### src/rtl/uartrx.sv
// UART receiver, 8N1 with 2-flop rx synchronizer and mid-bit sampling.
// Define UARTRX_PARITY_EN for 8E1 framing with a parity check.
module uartrx #(
    parameter int CLKS_PER_BIT = 868
) (
    input  logic       clk,
    input  logic       rst_n,
    input  logic       rx,
    output logic [7:0] dataout,
    output logic       rdsig,
    output logic       frame_err,
    output logic       idle
);

`ifdef UARTRX_PARITY_EN
    typedef enum logic [2:0] {
        S_IDLE,
        S_START,
        S_DATA,
        S_PARITY,
        S_STOP
    } state_e;
`else
    typedef enum logic [2:0] {
        S_IDLE,
        S_START,
        S_DATA,
        S_STOP
    } state_e;
`endif

    localparam logic [15:0] HALF = 16'(CLKS_PER_BIT / 2 - 1);
    localparam logic [15:0] LAST = 16'(CLKS_PER_BIT - 1);

    state_e      state_q, state_d;
    logic [15:0] cnt_q, cnt_d;
    logic [2:0]  idx_q, idx_d;
    logic [7:0]  shift_q, shift_d;
    logic [7:0]  dataout_q, dataout_d;
    logic        rdsig_q, rdsig_d;
    logic        ferr_q, ferr_d;
    logic        meta_q, meta_d;
    logic        rxs_q, rxs_d;
    logic        rxs_prev_q, rxs_prev_d;
    logic        par_q, par_d;
    logic        bit_done;
    logic        frame_ok;

    assign bit_done = (cnt_q == LAST);

`ifdef UARTRX_PARITY_EN
    assign frame_ok = rxs_q & ~(^shift_q ^ par_q);
`else
    assign frame_ok = rxs_q;
`endif

    always_comb begin
        meta_d     = rx;
        rxs_d      = meta_q;
        rxs_prev_d = rxs_q;
        state_d    = state_q;
        cnt_d      = bit_done ? 16'd0 : cnt_q + 16'd1;
        idx_d      = idx_q;
        shift_d    = shift_q;
        par_d      = par_q;
        dataout_d  = dataout_q;
        rdsig_d    = 1'b0;
        ferr_d     = 1'b0;
        unique case (state_q)
            S_IDLE: begin
                cnt_d = 16'd0;
                idx_d = 3'd0;
                // a line held low (break) never re-arms until it rises
                if (rxs_prev_q && !rxs_q) begin
                    state_d = S_START;
                end
            end
            S_START: begin
                if (cnt_q == HALF) begin
                    cnt_d   = 16'd0;
                    state_d = rxs_q ? S_IDLE : S_DATA;
                end
            end
            S_DATA: begin
                if (bit_done) begin
                    shift_d[idx_q] = rxs_q;
                    idx_d          = idx_q + 3'd1;
                    if (idx_q == 3'd7) begin
`ifdef UARTRX_PARITY_EN
                        state_d = S_PARITY;
`else
                        state_d = S_STOP;
`endif
                    end
                end
            end
`ifdef UARTRX_PARITY_EN
            S_PARITY: begin
                if (bit_done) begin
                    par_d   = rxs_q;
                    state_d = S_STOP;
                end
            end
`endif
            S_STOP: begin
                // leave mid stop bit so a back-to-back start edge is seen
                if (bit_done) begin
                    state_d = S_IDLE;
                    if (frame_ok) begin
                        rdsig_d   = 1'b1;
                        dataout_d = shift_q;
                    end else begin
                        ferr_d = 1'b1;
                    end
                end
            end
            default: begin
                state_d = S_IDLE;
            end
        endcase
    end

    always_ff @(posedge clk) begin
        if (!rst_n) begin
            state_q    <= S_IDLE;
            cnt_q      <= 16'd0;
            idx_q      <= 3'd0;
            shift_q    <= 8'h00;
            par_q      <= 1'b0;
            dataout_q  <= 8'h00;
            rdsig_q    <= 1'b0;
            ferr_q     <= 1'b0;
            meta_q     <= 1'b1;
            rxs_q      <= 1'b1;
            rxs_prev_q <= 1'b1;
        end else begin
            state_q    <= state_d;
            cnt_q      <= cnt_d;
            idx_q      <= idx_d;
            shift_q    <= shift_d;
            par_q      <= par_d;
            dataout_q  <= dataout_d;
            rdsig_q    <= rdsig_d;
            ferr_q     <= ferr_d;
            meta_q     <= meta_d;
            rxs_q      <= rxs_d;
            rxs_prev_q <= rxs_prev_d;
        end
    end

    assign dataout   = dataout_q;
    assign rdsig     = rdsig_q;
    assign frame_err = ferr_q;
    assign idle      = (state_q == S_IDLE);

endmodule

### config.mk
export PLATFORM = sky130hd
export DESIGN_NAME = uartrx
export DESIGN_NICKNAME = d
export VERILOG_FILES = /design/src/rtl/uartrx.sv
export SDC_FILE = /design/constraint.sdc
export NUM_CORES = 1
export LEC_CHECK = 0
export ABC_AREA = 0
export CAP_MARGIN = 20
export CORE_UTILIZATION = 40
export CTS_BUF_LIST = sky130_fd_sc_hd__clkbuf_8
export CTS_CLUSTER_DIAMETER = 30
export DETAILED_ROUTE_END_ITERATION = 10
export GPL_TIMING_DRIVEN = 0
export HOLD_SLACK_MARGIN = 0.08
export PLACE_DENSITY_LB_ADDON = 0.1
export SETUP_SLACK_MARGIN = 0.3
export SLEW_MARGIN = 0
export SYNTH_ARGS = -nofsm -noshare
export SYNTH_HDL_FRONTEND = slang
export SYNTH_SLANG_ARGS = --single-unit
### constraint.sdc
create_clock -name clk -period 2.1 [get_ports clk]
set_input_delay 0.42 -clock clk [delete_from_list [all_inputs] [get_ports clk]]
set_output_delay 0.42 -clock clk [all_outputs]
set_load 0.05 [all_outputs]
## Word-level counts from Yosys, hierarchy flattened

Cells that the tools add are included.

- Add/subtract/negate cells: 2
- Magnitude comparators: 2
- Equal/unequal tests: 11
- Mux-type cells: 17
- Reduce and logical (&&, ||, !) cells: 10

Operators by type and width:

| kind | count |
|---|---|
| $mux 16 | 2 |
| $pmux 16 s2 | 1 |
| $mux 3 | 6 |
| $add 16x1->16 const B | 1 |
| $eq 16x10->1 const B | 1 |
| $eq 16x9->1 const B | 1 |
| $pmux 3 s4 | 1 |
| $bwmux 8 | 1 |
| $ne 2x2->1 const B | 4 |
| $eq 3x2->1 const B | 2 |
| $pmux 3 s2 | 1 |
| $reduce_and 3->1 | 2 |
| $reduce_and 5->1 | 1 |
| $lt 3x4->1 const B | 1 |
| $reduce_and 2->1 | 2 |
| $add 3x1->3 const B | 1 |
| $demux 1 s3 | 1 |
| $eq 3x1->1 const B | 1 |
| $eq 3x3->1 const B | 1 |
| $ge 3x1->1 const B | 1 |
| $logic_not 3->1 | 1 |
| $mux 1 | 3 |
| $logic_and 1x1->1 | 2 |
| $mux 2 | 1 |
| other kinds (3) | 3 |

- Register bits: 43
- Logic and storage cells: 52

## Longest topological paths before layout

Gate-level depths: netlist of run 1.

- Depth after elaboration: 5
- Mapped depth: 7
- Mapped depth without buffers: 6

## Worst setup path after synthesis of run 1

Ideal clock, no wire load.

- Path type: register to register
- From: register state_q[1]
- To: register cnt_q[10]
- Setup time: 0.117 ns
- Data arrival time: 1.739 ns
- Data required time: 1.983 ns
- Setup slack: 0.244 ns
- Cell stages (with the launch flop): 6
- Buffers on the path: 2
- Period minus slack after synthesis: 1.856 ns
- Cell sequence: dfxtp_1 > clkbuf_1 > nor2_1 > nand4b_2 > buf_2 > nor2_1

- Longest elaborated chain between the ends: 2
- Elaborated cells between the ends (all ways): 3
- Those cells by class: eq/ne (1); mux (1); reduce/logical (1)

Ends and longest elaborated chain:

| element | RTL line | RTL |
|---|---|---|
| from (decl) | 35 | `state_e state_q, state_d;` |
| from (signal assigned) | 137 | `state_q <= state_d;` |
| $logic_not 3->1 | - |  |
| net idle | 12 | `output logic idle` |
| $pmux 16 s2 | 69 | `unique case (state_q)` |
| to (signal assigned) | 138 | `cnt_q <= cnt_d;` |
| to (decl) | 36 | `logic [15:0] cnt_q, cnt_d;` |

The timed path passes the listed nets, and every way through them passes these cells.
A chain may end at the register's enable or synchronous reset.

## Worst setup path after layout of run 1

- From: register cnt_q[14]
- To: register cnt_q[10]

- Longest elaborated chain between the ends: 4
- Elaborated cells between the ends (all ways): 5
- Those cells by class: eq/ne (2); mux (3)

Ends and longest elaborated chain:

| element | RTL line | RTL |
|---|---|---|
| $eq 16x10->1 | 49 | `assign bit_done = (cnt_q == LAST);` |
| $mux 16 | 62 | `cnt_d = bit_done ? 16'd0 : cnt_q + 16'd1;` |
| $mux 16 | 79 | `if (cnt_q == HALF) begin` |
| $pmux 16 s2 (*) | 69 |  |

Every way passes the cells marked *; elsewhere a longest branch is shown, timed or not.

==> results.ini, run 1 <==
[run_status]
status=complete, but fails checks
violations=DRC

[clock_tree]
cts_sinks=42
cts_buffers=5
postCtsHoldBufs=0
cts_max_level=2
cts.path.max_buffers=2
clk_pin_slew_ns=0.08
clock-root-buffer=clkbuf_8
tritoncts=built
worst_skew_pair.late_latency_ns=0.30

[yosys]
yosysTopAreaCell=dfxtp_1
yosysWarningCount=0
syn_area_um2=1890
synth_seq_cells=42
yosysSeqAreaShare_pct=44.5
synth_compound_area_share_pct=5.43
synthMuxAreaShare_pct=8.47
synthSimpleGateAreaFrac_pct=31.0
synth.distinct_cells=43
synth_fa_ha_area_share_pct=2.65
yosys-top-cells-area=dfxtp_1 (44%), mux2i_1 (8.5%), nand2_1 (5.8%)
synth.top_cell.area_share_pct=44.5
synthCells=200
synthXorXnorAreaFrac_pct=5.10
synth_top_family_by_area=simple AND/OR/NAND/NOR gates
syn_avg_cell_area_um2=9.45
synthesis.nets=207

[layout]
diodes=0
drive_gt1_share_pct=14.7
layout_common_cells=dfxtp_1 (40), nand2_1 (29), nor2_1 (16), mux2i_1 (16)
layout-area-overhead-vs-synth_pct=22.4
finalCoreUtilization_pct=52.1
nNetsFinal=230
final_common_cell=dfxtp_1

[sta]
rsz0062_at_grt=yes
maxSlewHeadroom_pct=66.6
hold_ws_ns=0.416
period_share_pct=82.5
slew_viol_final=0
finalWorstSetupSlack_ns=0.367
setup_tns_ns=0
layout_min_cycle_time_ns=1.73
hold_viol=0
fmax_mhz=577
worst_pin_slew_ns=0.502
skew_ns=0.00648
setup_violations=0

[power]
total_power_mw=1.63
p_leak_nw=0.816
p_per_area_nw_per_um2=706
vdd_drop_max_v=0.000376

[setup_path]
r2r_cells=5
path_delay_family=simple AND/OR/NAND/NOR gates
critical_path.endpoint_type=register
cp.required_ns=2.29
rr_endpoint=cnt_q[10]$_SDFF_PN0_
critPathMaxStageDelay_ns=0.41
cp.arrival_ns=1.92
critPathKind=register to register
worstPathCellList=nor4_4, nand4_4, nand4b_4, clkbuf_4, nor2_1
crit_path_start_kind=register
r2r-start=cnt_q[14]$_SDFF_PN0_
critPathSlowestCell=nor4_4
crit_path_max_fanout=10
critPathBufInv=1
worst-r2r-setup-slack_ns=0.37

[placed_design]
gp_congestion=0.840
portBuffers=13
hpwl_um=2790
pre_cts_slack_ns=0.0103

[grt]
first_global_vias=1395
grt_first_pass_wirelength_um=6730
grt_max_degree=14
overflow=0
track_usage_pct=17.3
antenna_found_initial=0

[floorplan]
die-height_um=70.8
io_pins=14
core_um2=4440
row_count=24
die_w_um=70.8
dieArea_um2=5010
floorplan.initialDensity_pct=42.5

[route]
drt_iter0_drc=72
routed_wl_um=4050
num_vias=1454
detail-route-antenna-nets=0
drt_first_pass_iters=7
vias_per_cell=5.27
drc=2
wl_per_cell_um=14.7

[worst_hold_path]
hold_start=meta_q$_SDFF_PN1_
whs_path_depth=1
whs_endpoint=frame_ok$_SDFF_PN1_
hold_path_class=register to register

[flow_run]
cap_violations=0

==> cells by family (layout without fill, tap and decap cells) <==
family,Yosys count,count (layout)
AND/OR/NAND/NOR,99,99
flip-flops,42,42
AO/OA/AOI/OAI,16,16
multiplexers,16,16
buffers and inverters,12,36
XOR/XNOR,11,11
adder cells (fa/ha/maj),4,4
==> registers in the layout, summed over array words and instances, names as in the netlist <==
| name | count |
|---|---|
| meta_q | 1 |
| frame_err | 1 |
| cnt_q | 16 |
| shift_q | 8 |
| frame_ok | 1 |
| idx_q | 3 |
| rxs_prev_q | 1 |
| rdsig | 1 |
| state_q | 2 |
| dataout | 8 |
==> worst register-to-register path: stages, from the launching register on <==
cell      delay, ns
dfxtp_1        0.38
nor4_4         0.42
nand4_4        0.29
nand4b_4       0.25
clkbuf_4       0.23
nor2_1         0.06
==> Yosys cell counts <==
library cell / instances
nand4_4: 1
nand3_4: 1
and3_1: 3
xnor2_1: 4
a21oi_1: 5
nor4b_1: 2
nor2_4: 1
a22oi_1: 1
mux2i_1: 16
nor4_4: 2
xor2_1: 7
and4b_1: 1
or3_1: 1
nor4bb_1: 1
clkbuf_1: 5
dfxtp_1: 42
a211o_1: 1
nand4b_2: 1
nand4_1: 7
o21ai_0: 1
buf_2: 2
nor3_1: 6
o211ai_1: 1
and3b_1: 1
o21a_1: 1
and2b_1: 1
a21boi_1: 1
o22ai_1: 3
nand3_1: 10
nor3b_1: 1
and2_1: 2
nor4_2: 1
or4_1: 2
nand2b_1: 4
nor2_1: 17
nand2_1: 29
o31ai_1: 2
and4_1: 2
inv_1: 4
buf_6: 1
ha_1: 4
nor2b_1: 1
nor4_1: 1
==> through the flow <==
step | cells | cell area [µm²]
2_1_floorplan | 200 | 1890
3_3_place_gp | 265 | 2090
3_5_place_dp | 265 | 2090
4_1_cts | 274 | 2250
5_1_grt | 276 | 2310
6_report | 276 | 2310
==> routing by layer <==
metal | track usage (%) | part of all wire, % | up-vias
li1 | - | - | 749
met1 | 24.5 | 52 | 674
met2 | 25.2 | 43 | 24
met3 | 4.70 | 3.3 | 7
met4 | 6.67 | 1.6 | 0
met5 | 0 | 0 | -
==> power by group <==
group | total [mW] | internal, mW | switching, mW
Sequential | 0.803 | 0.800 | 0.00304
Combinational | 0.0425 | 0.0148 | 0.0277
Clock | 0.787 | 0.507 | 0.280
==> cell type report <==
| cell class | count | area, µm² |
|---|---|---|
| timing repair buffer | 16 | 148 |
| multi-input combinational | 146 | 1050 |
| sequential | 42 | 843 |
| clock buffer | 6 | 82.6 |
| tap | 52 | 65.1 |
| inverter | 4 | 15.0 |
| buffer | 8 | 47.5 |
| fill | 430 | 2130 |
| clock inverter | 2 | 60.1 |
==> worst max-delay path by stage <==
stage / slack, ns / cells after the start / start / endpoint
2_1_floorplan: 0.40 / 5 / cnt_q[0]$_SDFF_PN0_ / shift_q[2]$_SDFFE_PN0P_
3_3_place_gp: 0.04 / 5 / rst_n / dataout[1]$_SDFFE_PN0P_
3_5_place_dp: 0.01 / 5 / rst_n / dataout[7]$_SDFFE_PN0P_
4_1_cts: 0.26 / 3 / state_q[1]$_SDFFE_PN0P_ / idle
5_1_grt: 0.26 / 6 / cnt_q[0]$_SDFF_PN0_ / cnt_q[14]$_SDFF_PN0_
6_report: 0.37 / 5 / cnt_q[14]$_SDFF_PN0_ / cnt_q[10]$_SDFF_PN0_
==> what timing repair did <==
| item | in CTS | in global routing |
|---|---|---|
| setup buffers | 1 | 2 |
| endpoints found under the setup margin | 35 | 30 |
| pin swaps | 1 | 3 |
| gates resized for setup | 18 | 16 |
Note: power is estimated with default switching activity, not from simulation.
==> run 2, diff against run 1 <==
clock period = 1.8 ns   (was 2.1 ns; I/O delays follow)
==> results.ini, run 2 (synthesized netlist as in run 1, its figures left out) <==
[setup_path]
startpoint=cnt_q[0]$_SDFF_PN0_  ; was cnt_q[14]$_SDFF_PN0_
cp.required_ns=2.04  ; was 2.29 ns
critPathKind=register to register  ; unchanged
r2r_cells=6  ; was 5
worstSetupEndpoint=state_q[0]$_SDFFE_PN0P_  ; was cnt_q[10]$_SDFF_PN0_
critPathMaxStageDelay_ns=0.40  ; was 0.41 ns
rr_endpoint=state_q[0]$_SDFFE_PN0P_  ; was cnt_q[10]$_SDFF_PN0_
worstPathCellList=ha_4, and3b_1, nand4_4, buf_6, a211o_1, a21boi_1  ; was nor4_4, nand4_4, nand4b_4, clkbuf_4, nor2_1
critical_path.endpoint_type=register  ; unchanged
cp.arrival_ns=1.87  ; was 1.92 ns
critPathSlowestCell=dfxtp_4  ; was nor4_4
worst-r2r-setup-slack_ns=0.17  ; was 0.37 ns
crit_path_max_fanout=6  ; was 10
crit_path_start_kind=register  ; unchanged
r2r-start=cnt_q[0]$_SDFF_PN0_  ; was cnt_q[14]$_SDFF_PN0_

[worst_hold_path]
whs_path_depth=1  ; unchanged
hold_start=meta_q$_SDFF_PN1_  ; unchanged
hold_path_class=register to register  ; unchanged

[layout]
final_common_cell=dfxtp_1  ; unchanged
layout_common_cells=dfxtp_1 (32), nand2_1 (29), mux2i_1 (16)  ; was dfxtp_1 (40), nand2_1 (29), nor2_1 (16), mux2i_1 (16)
multi_input_area_um2=1170  ; was 1050 µm²
finalCoreUtilization_pct=58.8  ; was 52.1%
layout-area-overhead-vs-synth_pct=38.3  ; was 22.4%
seqCellArea_um2=866  ; was 843 µm²
final.fill_count=367  ; was 430
largest_reg_flops=16  ; unchanged
diodes=0  ; unchanged
stdcell_count=292  ; was 276
fin_area_um2=2610  ; was 2310 µm²
nNetsFinal=246  ; was 230
drive_gt1_share_pct=36.7  ; was 14.7%
regMostFlops=cnt_q  ; unchanged

[clock_tree]
cts.path.max_buffers=2  ; unchanged
worst_skew_pair.late_latency_ns=0.30  ; about the same
cts_sinks=42  ; unchanged
tritoncts=built  ; unchanged
postCtsHoldBufs=0  ; unchanged
cts_buffers=5  ; unchanged
cts_max_level=2  ; unchanged
clk_pin_slew_ns=0.09  ; was 0.08 ns
clock-root-buffer=clkbuf_8  ; unchanged

[grt]
track_usage_pct=18.9  ; was 17.3%
grt_max_degree=15  ; was 14
first_global_vias=1594  ; was 1395
grt_first_pass_wirelength_um=7440  ; was 6730 µm
antenna_found_initial=0  ; unchanged
overflow=0  ; unchanged

[floorplan]
io_pins=14  ; unchanged
row_count=24  ; unchanged
dieArea_um2=5010  ; unchanged
die-height_um=70.8  ; unchanged
core_um2=4440  ; unchanged
floorplan.initialDensity_pct=42.5  ; unchanged
die_w_um=70.8  ; unchanged

[placed_design]
dpl-instance-area_um2=2120  ; was 2090 µm²
gp_congestion=0.831  ; was 0.840
dp_cells=265  ; unchanged
portBuffers=13  ; unchanged
hpwl_um=2800  ; was 2790 µm

[route]
num_vias=1553  ; was 1454
drt_iter0_drc=94  ; was 72
wl_per_cell_um=15.5  ; was 14.7 µm
routed_wl_um=4520  ; was 4050 µm
drt_first_pass_iters=7  ; unchanged
drc=2  ; unchanged
vias_per_cell=5.32  ; was 5.27
detail-route-antenna-nets=0  ; unchanged

[sta]
rsz0062_at_grt=yes  ; unchanged
maxSlewHeadroom_pct=67.5  ; was 66.6%
layout_min_cycle_time_ns=1.63  ; was 1.73 ns
worst_pin_slew_ns=0.490  ; was 0.502 ns
slew_viol_final=0  ; unchanged
skew_ns=0.0111  ; was 0.00648 ns
hold_ws_ns=0.418  ; was 0.416 ns
period_share_pct=90.4  ; was 82.5%
hold_viol=0  ; unchanged
fmax_mhz=614  ; was 577 MHz
setup_violations=0  ; unchanged

[run_status]
status=complete, but fails checks  ; unchanged
violations=DRC  ; unchanged

[power]
pwr-share-seq_pct=49.2  ; about the same
p_leak_nw=0.889  ; was 0.816 nW
intPower_mw=1.51  ; was 1.32 mW
p_sw_mw=0.384  ; was 0.311 mW
power_frac_comb_pct=3.2  ; was 2.6%
vdd_drop_max_v=0.000534  ; was 0.000376 V
clkPwrFrac_pct=47.6  ; was 48.2%
total_power_mw=1.89  ; was 1.63 mW
p_per_area_nw_per_um2=723  ; was 706 nW/µm²
p_sw_share_pct=20.3  ; was 19.0%

[flow_run]
cap_violations=0  ; unchanged

-- run 2: cell types whose count changed in the layout (fill, tap and decap cells not counted), moves of 3 or more --
cell	change
dfxtp_4	+5
a21oi_2	+4
buf_6	+12
nor2_4	+3
dfxtp_2	+3
dfxtp_1	-8
dlygate4sd2_1	-10
a21oi_1	-4
nor2_1	-10
clkdlybuf4s15_2	+5
nor2_2	+7
buf_4	+8
-- run 2: cell type report --
type                            instances  share of cell area [%]
Tap cell                               52                    2.49
Buffer                                  8                    2.35
Clock inverter                          3                    2.63
Inverter                                4                   0.574
Multi-Input combinational cell        146                    44.8
Timing Repair Buffer                   32                    11.4
Sequential cell                        42                    33.1
Clock buffer                            5                    2.63
-- run 2: routing by layer --
metal / vias to the layer above / global-route usage (%) / share of wire (%)
met4: 0 / 6.00 / 1.6
met3: 11 / 4.70 / 6.7
met5: - / 0 / 0
met1: 710 / 25.6 / 46
li1: 783 / - / -
met2: 49 / 29.6 / 45
-- run 2: worst min-delay path by stage --
stage | end | slack, ns
detailed placement | frame_ok$_SDFF_PN1_ | 0.40
floorplan | frame_ok$_SDFF_PN1_ | 0.39
global placement | frame_ok$_SDFF_PN1_ | 0.40
CTS | frame_ok$_SDFF_PN1_ | 0.43
finish | frame_ok$_SDFF_PN1_ | 0.42
global route | frame_ok$_SDFF_PN1_ | 0.45
-- run 2: repair_timing --
action                     CTS  global route
pin swaps                   12            15
gates cloned                 1             0
setup buffers               17             1
setup endpoints to repair   46            45
resized for setup           68            37
-- run 2: through the flow --
step	worst slack, ns	setup TNS, ns
2_1_floorplan	0.305	0
3_3_place_gp	-0.212	-3.16
3_5_place_dp	-0.272	-4.08
4_1_cts	0.127	0
5_1_grt	0.0691	0
6_report	0.172	0
-- run 2: critical path, delay by kind of cell (launching register included) --
family	cells	cell delay (ns)
flops	1	0.40
simple gates	2	0.44
fa+ha+maj	1	0.18
buf+inv	1	0.20
compound gates	2	0.35
-- run 2: power by group through the flow --
stage                     Sequential, mW  Combinational (mW)  Clock, mW
final                              0.930              0.0598      0.900
after global routing               0.930              0.0649      0.945
after CTS                          0.931              0.0564      0.902
after detailed placement           0.959              0.0483          0
after global placement             0.958              0.0470          0
after floorplan                    0.957              0.0317          0
